[src/rtl/cpu_pkg.sv]
// Shared CPU definitions: opcodes, ALU select codes, control-FSM states.
// Also used by the ALU and register-file blocks.
package cpu_pkg;

  localparam logic [7:0] OP_LOADI = 8'h00;
  localparam logic [7:0] OP_MOV   = 8'h01;
  localparam logic [7:0] OP_ADD   = 8'h02;
  localparam logic [7:0] OP_SUB   = 8'h03;
  localparam logic [7:0] OP_AND   = 8'h04;
  localparam logic [7:0] OP_OR    = 8'h05;
  localparam logic [7:0] OP_J     = 8'h06;
  localparam logic [7:0] OP_BEQ   = 8'h07;

  localparam logic [2:0] ALU_FWD = 3'b000;
  localparam logic [2:0] ALU_ADD = 3'b001;
  localparam logic [2:0] ALU_AND = 3'b010;
  localparam logic [2:0] ALU_OR  = 3'b011;

  typedef enum logic [2:0] {
    ST_FETCH     = 3'd0,
    ST_DECODE    = 3'd1,
    ST_EXECUTE   = 3'd2,
    ST_WRITEBACK = 3'd3,
    ST_BRANCH    = 3'd4,
    ST_HALT      = 3'd5
  } state_e;

  typedef struct packed {
    logic [2:0] alu_sel;
    logic       imm_sel;
    logic       neg_sel;
  } alu_ctl_t;

  function automatic logic is_alu_op(input logic [7:0] op);
    return op <= OP_OR;
  endfunction

  function automatic alu_ctl_t op_ctl(input logic [7:0] op);
    alu_ctl_t c;
    c = '0;
    unique case (1'b1)
      op == OP_LOADI: c.imm_sel = 1'b1;
      op == OP_ADD:   c.alu_sel = ALU_ADD;
      op == OP_SUB,
      op == OP_BEQ: begin
        c.alu_sel = ALU_ADD;
        c.neg_sel = 1'b1;
      end
      op == OP_AND:   c.alu_sel = ALU_AND;
      op == OP_OR:    c.alu_sel = ALU_OR;
      default:        c = '0;
    endcase
    return c;
  endfunction

endpackage

[src/rtl/pc_unit.sv]
// Program counter with sequential (+4) and PC-relative branch next-PC.
// Offset is a signed word count relative to the following instruction.
module pc_unit #(
  parameter int unsigned         PC_W     = 32,
  parameter logic [PC_W-1:0]     PC_RESET = '0
) (
  input  logic            clk,
  input  logic            rst_n,
  input  logic            advance,
  input  logic            take_branch,
  input  logic [7:0]      offset,
  output logic [PC_W-1:0] pc
);

  logic [PC_W-1:0] pc_q;
  logic [PC_W-1:0] pc_d;
  logic [PC_W-1:0] seq_pc;
  logic [PC_W-1:0] byte_off;

  assign seq_pc   = pc_q + PC_W'(4);
  assign byte_off = {{(PC_W-10){offset[7]}}, offset, 2'b00};

  always_comb begin
    pc_d = pc_q;
    if (advance) begin
      pc_d = take_branch ? seq_pc + byte_off : seq_pc;
    end
  end

  always_ff @(posedge clk or negedge rst_n) begin
    if (!rst_n) begin
      pc_q <= PC_RESET;
    end else begin
      pc_q <= pc_d;
    end
  end

  assign pc = pc_q;

endmodule

[src/rtl/cpu_control_fsm.sv]
// Multi-cycle fetch/decode/execute sequencer for the 8-bit CPU.
// Drives ALU and register-file controls; resolves J/BEQ via ALU_ZERO.
module cpu_control_fsm
  import cpu_pkg::*;
#(
  parameter int unsigned     PC_W     = 32,
  parameter logic [PC_W-1:0] PC_RESET = '0
) (
  input  logic            CLK,
  input  logic            RESET_N,
  output logic [PC_W-1:0] PC,
  output logic            INSTR_REQ,
  input  logic            INSTR_VALID,
  input  logic [31:0]     INSTRUCTION,
  output logic [2:0]      ALU_SELECT,
  input  logic            ALU_ZERO,
  output logic            IMM_SEL,
  output logic            NEG_SEL,
  output logic [7:0]      IMMEDIATE,
  output logic [2:0]      READREG1,
  output logic [2:0]      READREG2,
  output logic [2:0]      WRITEREG,
  output logic            WRITEENABLE,
  output logic            ILLEGAL
);

  state_e      state_q, state_d;
  logic [31:0] ir_q, ir_d;
  logic        req_q, req_d;
  logic        we_q, we_d;
  logic        ill_q, ill_d;
  alu_ctl_t    ctl_q, ctl_d;

  logic [7:0]  op;
  logic        advance;
  logic        take_branch;
  logic [4:0]  unused_ir;

  assign op        = ir_q[31:24];
  assign unused_ir = ir_q[15:11];

  always_comb begin
    state_d = state_q;
    ir_d    = ir_q;
    req_d   = 1'b0;
    we_d    = 1'b0;
    ill_d   = ill_q;
    ctl_d   = '0;
    unique case (state_q)
      ST_FETCH: begin
        if (req_q && INSTR_VALID) begin
          ir_d    = INSTRUCTION;
          state_d = ST_DECODE;
        end else begin
          req_d = 1'b1;
        end
      end
      ST_DECODE: begin
        unique case (1'b1)
          is_alu_op(op) || op == OP_BEQ: begin
            state_d = ST_EXECUTE;
            ctl_d   = op_ctl(op);
          end
          op == OP_J: state_d = ST_BRANCH;
          default: begin
            state_d = ST_HALT;
            ill_d   = 1'b1;
          end
        endcase
      end
      ST_EXECUTE: begin
        ctl_d = ctl_q;
        if (op == OP_BEQ) begin
          state_d = ST_BRANCH;
        end else begin
          state_d = ST_WRITEBACK;
          we_d    = 1'b1;
        end
      end
      ST_WRITEBACK: begin
        state_d = ST_FETCH;
        req_d   = 1'b1;
      end
      ST_BRANCH: begin
        state_d = ST_FETCH;
        req_d   = 1'b1;
      end
      ST_HALT: state_d = ST_HALT;
      default: state_d = ST_FETCH;
    endcase
  end

  always_ff @(posedge CLK or negedge RESET_N) begin
    if (!RESET_N) begin
      state_q <= ST_FETCH;
      ir_q    <= '0;
      req_q   <= 1'b0;
      we_q    <= 1'b0;
      ill_q   <= 1'b0;
      ctl_q   <= '0;
    end else begin
      state_q <= state_d;
      ir_q    <= ir_d;
      req_q   <= req_d;
      we_q    <= we_d;
      ill_q   <= ill_d;
      ctl_q   <= ctl_d;
    end
  end

  // BEQ keeps ALU controls through BRANCH so ZERO stays valid when sampled
  assign advance     = state_q == ST_WRITEBACK
                    || state_q == ST_BRANCH;
  assign take_branch = state_q == ST_BRANCH
                    && (op == OP_J || ALU_ZERO);

  pc_unit #(
    .PC_W     (PC_W),
    .PC_RESET (PC_RESET)
  ) u_pc (
    .clk         (CLK),
    .rst_n       (RESET_N),
    .advance     (advance),
    .take_branch (take_branch),
    .offset      (ir_q[23:16]),
    .pc          (PC)
  );

  assign INSTR_REQ   = req_q;
  assign WRITEENABLE = we_q;
  assign ILLEGAL     = ill_q;
  assign ALU_SELECT  = ctl_q.alu_sel;
  assign IMM_SEL     = ctl_q.imm_sel;
  assign NEG_SEL     = ctl_q.neg_sel;
  assign IMMEDIATE   = ir_q[7:0];
  assign READREG1    = ir_q[10:8];
  assign READREG2    = ir_q[2:0];
  assign WRITEREG    = ir_q[18:16];

endmodule

[config.mk]
export PLATFORM = sky130hd
export DESIGN_NAME = cpu_control_fsm
export DESIGN_NICKNAME = d
export VERILOG_FILES = /design/src/rtl/cpu_pkg.sv /design/src/rtl/pc_unit.sv /design/src/rtl/cpu_control_fsm.sv
export SDC_FILE = /design/constraint.sdc
export NUM_CORES = 1
export LEC_CHECK = 0
export BUFFER_PORTS_ARGS = -buffer_cell sky130_fd_sc_hd__buf_2
export CAP_MARGIN = 20
export CORE_ASPECT_RATIO = 1.2
export CORE_UTILIZATION = 50
export CTS_CLUSTER_SIZE = 20
export DETAILED_ROUTE_END_ITERATION = 12
export PLACE_DENSITY = 0.84
export SYNTH_ARGS = -nofsm -noshare
export SYNTH_HDL_FRONTEND = slang
export SYNTH_HIERARCHICAL = 1
export SYNTH_SLANG_ARGS = --single-unit
[constraint.sdc]
create_clock -name CLK -period 10.8 [get_ports CLK]
set_input_delay 1.08 -clock CLK [delete_from_list [all_inputs] [get_ports CLK]]
set_output_delay 1.08 -clock CLK [all_outputs]
set_load 0.1 [all_outputs]
# Word level (Yosys, flattened, before mapping)
# Index checks and enable logic that the tools add are counted.
# totals
latch_bits,0
ram_bits,0
memories,0
input_bits,36
output_inout_bits,57
wordCells,52
register_bits,75
romBits,0
# op_classes
reduce_logical,13
mux,14
div,0
eq_ne,12
mul,0
bitwise,1
n_shift,0
order_cmp,1
n_addsub,2
# ops
cell,n
adder 32 x 3 -> 32 bit (second input constant),1
adder 32 bit,1
equality test 8 x 3 -> 1 bit (second input constant),4
2-to-1 mux 32 bit,1
equality test 8 x 2 -> 1 bit (second input constant),2
case mux 3 bit (4 select lines),1
case mux 5 bit (2 select lines),1
<= comparator 8 x 3 -> 1 bit (second input constant),1
zero test 8 bit,1
equality test 3 x 2 -> 1 bit (second input constant),2
equality test 3 bit (second input constant),2
2-to-1 mux 3 bit,2
case mux 2 bit (3 select lines),1
case mux 3 bit (2 select lines),1
OR reduction 2 bit,3
2-to-1 mux 1 bit,5
2-to-1 mux 4 bit,1
AND reduction 2 bit,2
equality test 3 x 1 -> 1 bit (second input constant),1
zero test 3 bit,1
logical OR 1 bit,3
OR reduction 3 bit,1
logical AND 1 bit,2
!= test 2 bit (second input constant),1
2 further kinds,2

# Longest topological paths before layout
# depth
word_depth,5
mapped_depth,18
ltp_nobuf,16

# Modules after synthesis
# The synthesis kept the hierarchy.
# modules_own_cells
mod,area_each_um2,cells_each,instances
pc_unit,3751.1,479,1
cpu_control_fsm,1642.8,128,1

# Worst setup path before layout
# No wires, ideal clock.
# synth_path
path_type,register to register
start,register u_pc.pc_q[2] (netlist: u_pc/pc[2])
end,register u_pc.pc_q[31] (netlist: u_pc/pc[31])
path_buffers,0
required_ns,10.639
arrival_time_ns,4.168
path_stages_with_launch,17
setup_ns,0.161
setup_slack_ns,6.471
path_cell_list,dfrtp_1 > ha_1 > nand4_1 > nor2_1 > nand2_1 > nor3_1 > xor2_1 > ha_1 > nand4_1 > nor4_1 > o311ai_0 > nand3_1 > o2111ai_1 > a21oi_1 > mux2_2 > nand4_1 > xor2_1
# synth_between
elab_chain_len,3
# synth_lines
item,line_no,rtl
"start, declared",pc_unit.sv:15,logic [PC_W-1:0] pc_q;
"start signal, assigned",pc_unit.sv:34,pc_q <= pc_d;
adder 32 x 3 -> 32 bit (*),pc_unit.sv:20,assign seq_pc = pc_q + PC_W'(4);
adder 32 bit,pc_unit.sv:26,pc_d = take_branch ? seq_pc + byte_off : seq_pc;
2-to-1 mux 32 bit (*),pc_unit.sv:26,
# Mark *: on every way between the ends. The rest lies on a longest branch, timed or not.
# A chain may end at the register's enable or synchronous reset.

# Final worst setup path
# Same ends and word-level chain as after synthesis.

==> summary.txt <==
Logic synthesis
  – Top cells by area, synth: dfrtp_1 (31%), ha_1 (8.6%), mux2_2 (6.3%)
  – Gate Count Post-Synth: between 600 and 700
  – Synth Flop Type: dfrtp_1
  – Post-Syn Area per Cell: 8.89 µm²
  – EDFF count, synth: 0
  – Top-count cell post-synth: dfrtp_1
  – Synthesized area: 5390 µm²
  – Post-synth top area share: between 30% and 40%
  – Sequential element share of the synthesized area: 31.1%
  – YS warnings: 6
  – Async S/R FF share, synth: 100%
  – Yosys reg bits: 67
  – Largest area contributor in the netlist: dfrtp_1
  – Cell variety after synth: slightly above 70
  – Post-synth top cells: dfrtp_1 (67), nand2_1 (53), a21oi_1 (45)

STA
  – Max-slew headroom: about two fifths
  – Setup_tns: 0 ps
  – Period utilisation layout: roughly two fifths
  – Worst Tran Pin Value: about 900 ps
  – RSZ-0062 raised after global routing: no
  – Hold Slack: 472 ps
  – Fin Clk Skew: 5.71 ps
  – Max-slew violations: 0
  – Tmin final: 4510 ps
  – # setup viols final: 0
  – Final Hold Fails: 0
  – Max Freq: roughly 220 MHz

Layout
  – Sequential cell area: roughly 1700 µm²
  – Multi-input logic area: 3390 µm²
  – Nets: roughly 740
  – Final non-filler cell total: roughly 800
  – Proportion of layout cells with a drive suffix above 1: between 20% and 30%
  – Area Overhead vs Synth: 13.3%
  – Fill cells: roughly 900
  – Final instance area: 6110 µm²
  – Antenna diodes: 0

Global routing
  – Pin count of the biggest net entering global routing: 68
  – Initial antenna violation count: 0
  – First-pass GRT wire length: 21.5 mm
  – GRT Residual Overflow: 0
  – GR Util met2: between 30% and 40%
  – Grt met3 use: slightly below 6%
  – Vias in the first global route: about 4,700
  – Met1 Use GR: 27.9%
  – Total track usage: 23.5%
  – Gr busiest metal: met2

Route
  – Drt pass-1 iters: 4
  – DRC Markers: 0
  – Post-DRT Antenna Nets: 0
  – Via count: about 4,900
  – Vias per cell: 6.08
  – Iter 0 DRT Violations: slightly above 300
  – Post-DR wirelength/cell: approximately 16 µm
  – Routed Wire Length: approximately 13 mm

CTS
  – Clock latency on the worst-skew pair: ~340 ps
  – CTS H-tree lvls: 3
  – Hold Buf Count CTS: 0
  – CTS buffer count: 9
  – Setup Buffers After CTS: 0
  – Root buf cell: clkbuf_16
  – CTS max path bufs: 2
  – Clock Sink Count: 67
  – CTS tree: yes
  – Gates resized, CTS repair: 0
  – Clock transition at path regs: approximately 60 ps

Floorplan
  – Die Width: just under 100 µm
  – Die Span Y: ~120 µm
  – Core area: approximately 11,000 µm²
  – Num ports: 93
  – DIE AREA: around 11,000 µm²
  – Initial Util: between 50% and 60%
  – Row count: 41

Critical path
  – Worst Setup End Kind: flip-flop
  – Critical path, cell by cell: ha_1, nand4_1, nor2_1, nand2_1, nor3_1, xor2_1, ha_1, nand4_1, nor4_1, o311ai_0, nand3_1, o2111ai_1, a21oi_1, mux2_2, nand4_1, xor2_1
  – R2r setup slk: 6290 ps
  – Critical path fanouts, max: 6
  – Reg2Reg Depth: 16
  – Reg2reg start: u_pc/pc[2]
  – Critical Path Most Common Cell: nand4_1
  – Critical Path AT: between 4000 and 5000 ps
  – Element type at the critical path start: flip-flop
  – CP max stage cell: dfrtp_1
  – Worst R2R End: u_pc/pc[31]
  – Req. time, crit path: roughly 11,000 ps
  – Crit path kind: reg2reg
  – Slowest Stage Delay on Critical Path: 460 ps

Placed design
  – Routability cong.: about 0.95
  – Dpl cell area: roughly 5800 µm²
  – Buffers on Ports: 84
  – Placed cell count: 780
  – HPWL Detailed: roughly 9 mm

Outcome
  – Status: complete, no violations

Min path
  – Hold crit path type: reg2reg
  – Hold Path Stages: 1
  – Hold Path Sink: u_pc/pc[31]
  – Hold Startpoint: u_pc/pc[31]

Run
  – Max Cap Viol: 0
-- metal layers --
metal | routed length [µm] | part of all wire, %
met5 | 0 | 0
met4 | 456 | 3.5
met3 | 784 | 6.1
met2 | 6330 | 49
met1 | 5360 | 41
-- sequential cells by signal (all words and copies together), names as in the netlist --
signal,cells
IMM_SEL,1
INSTR_REQ,1
u_pc/pc,30
NEG_SEL,1
ir_q,27
state_q,3
ILLEGAL,1
WRITEENABLE,1
ALU_SELECT,2
-- logic make-up after synthesis --
| logic type | count (synthesis) | share of synthesized area (%) |
|---|---|---|
| muxes | 36 | 7.38 |
| and+or+nand+nor | 179 | 17.3 |
| other | 2 | 0.139 |
| adders and majority gates | 38 | 8.95 |
| AOI/OAI and AO/OA | 169 | 20.7 |
| xor gates and xnor gates | 50 | 8.12 |
| DFF | 67 | 31.1 |
| buffers and inverters | 66 | 6.26 |
-- cells in the final DEF (no fill, tap or decap), types with 3 or more instances in the layout --
cell,instances
and2_1,5
or4_1,4
a22o_1,8
o21ai_0,44
o21bai_1,7
nor3_1,10
or3_1,4
and3_1,4
nor2_1,38
a31oi_1,9
a21oi_1,44
mux2i_1,6
nand3_1,22
xor2_1,20
ha_1,37
nand4_1,10
nand3b_1,3
inv_1,22
xnor2_1,30
clkbuf_16,9
o31ai_1,7
nor2b_1,3
mux2_2,30
buf_2,84
nand2_1,53
o21a_1,4
a21o_1,12
a211oi_1,3
buf_4,3
dfrtp_1,67
conb_1,3
inv_6,3
-- worst max-delay path: cells and delay by family (launching register included) --
kind / cells / cell delay [ps]
muxes: 1 / 360
and+or+nand+nor: 8 / 1850
adders and majority gates: 2 / 780
AOI/OAI and AO/OA: 3 / 680
xor gates and xnor gates: 2 / 300
DFF: 1 / 460
-- worst max path at each step --
stage                     slack [ps]          end       start
after floorplan                 6470  u_pc/pc[31]  u_pc/pc[2]
after global placement          6540  u_pc/pc[31]  u_pc/pc[2]
after detailed placement        6450  u_pc/pc[31]  u_pc/pc[2]
after CTS                       6410  u_pc/pc[31]  u_pc/pc[2]
after global routing            6000  u_pc/pc[31]  u_pc/pc[2]
final                           6290  u_pc/pc[31]  u_pc/pc[2]
-- area by class of cell --
| class | instances | area share (%) |
|---|---|---|
| flip-flops and latches | 67 | 27.4 |
| clock buffers | 9 | 3.68 |
| repair buffers | 89 | 8.02 |
| well taps | 129 | 2.64 |
| clock inverters | 7 | 1.35 |
| multi-input cells | 475 | 55.5 |
| inverters | 22 | 1.35 |
-- metrics by stage --
stage          setup slack (ps)  util [%]
2_1_floorplan              6470         -
3_3_place_gp               6540      54.8
3_5_place_dp               6450      54.8
4_1_cts                    6410      57.7
5_1_grt                    6000      58.1
6_report                   6290      58.1
Power is not shown: default switching activity piles up to over one toggle a cycle in this logic, so the estimate is an artifact.
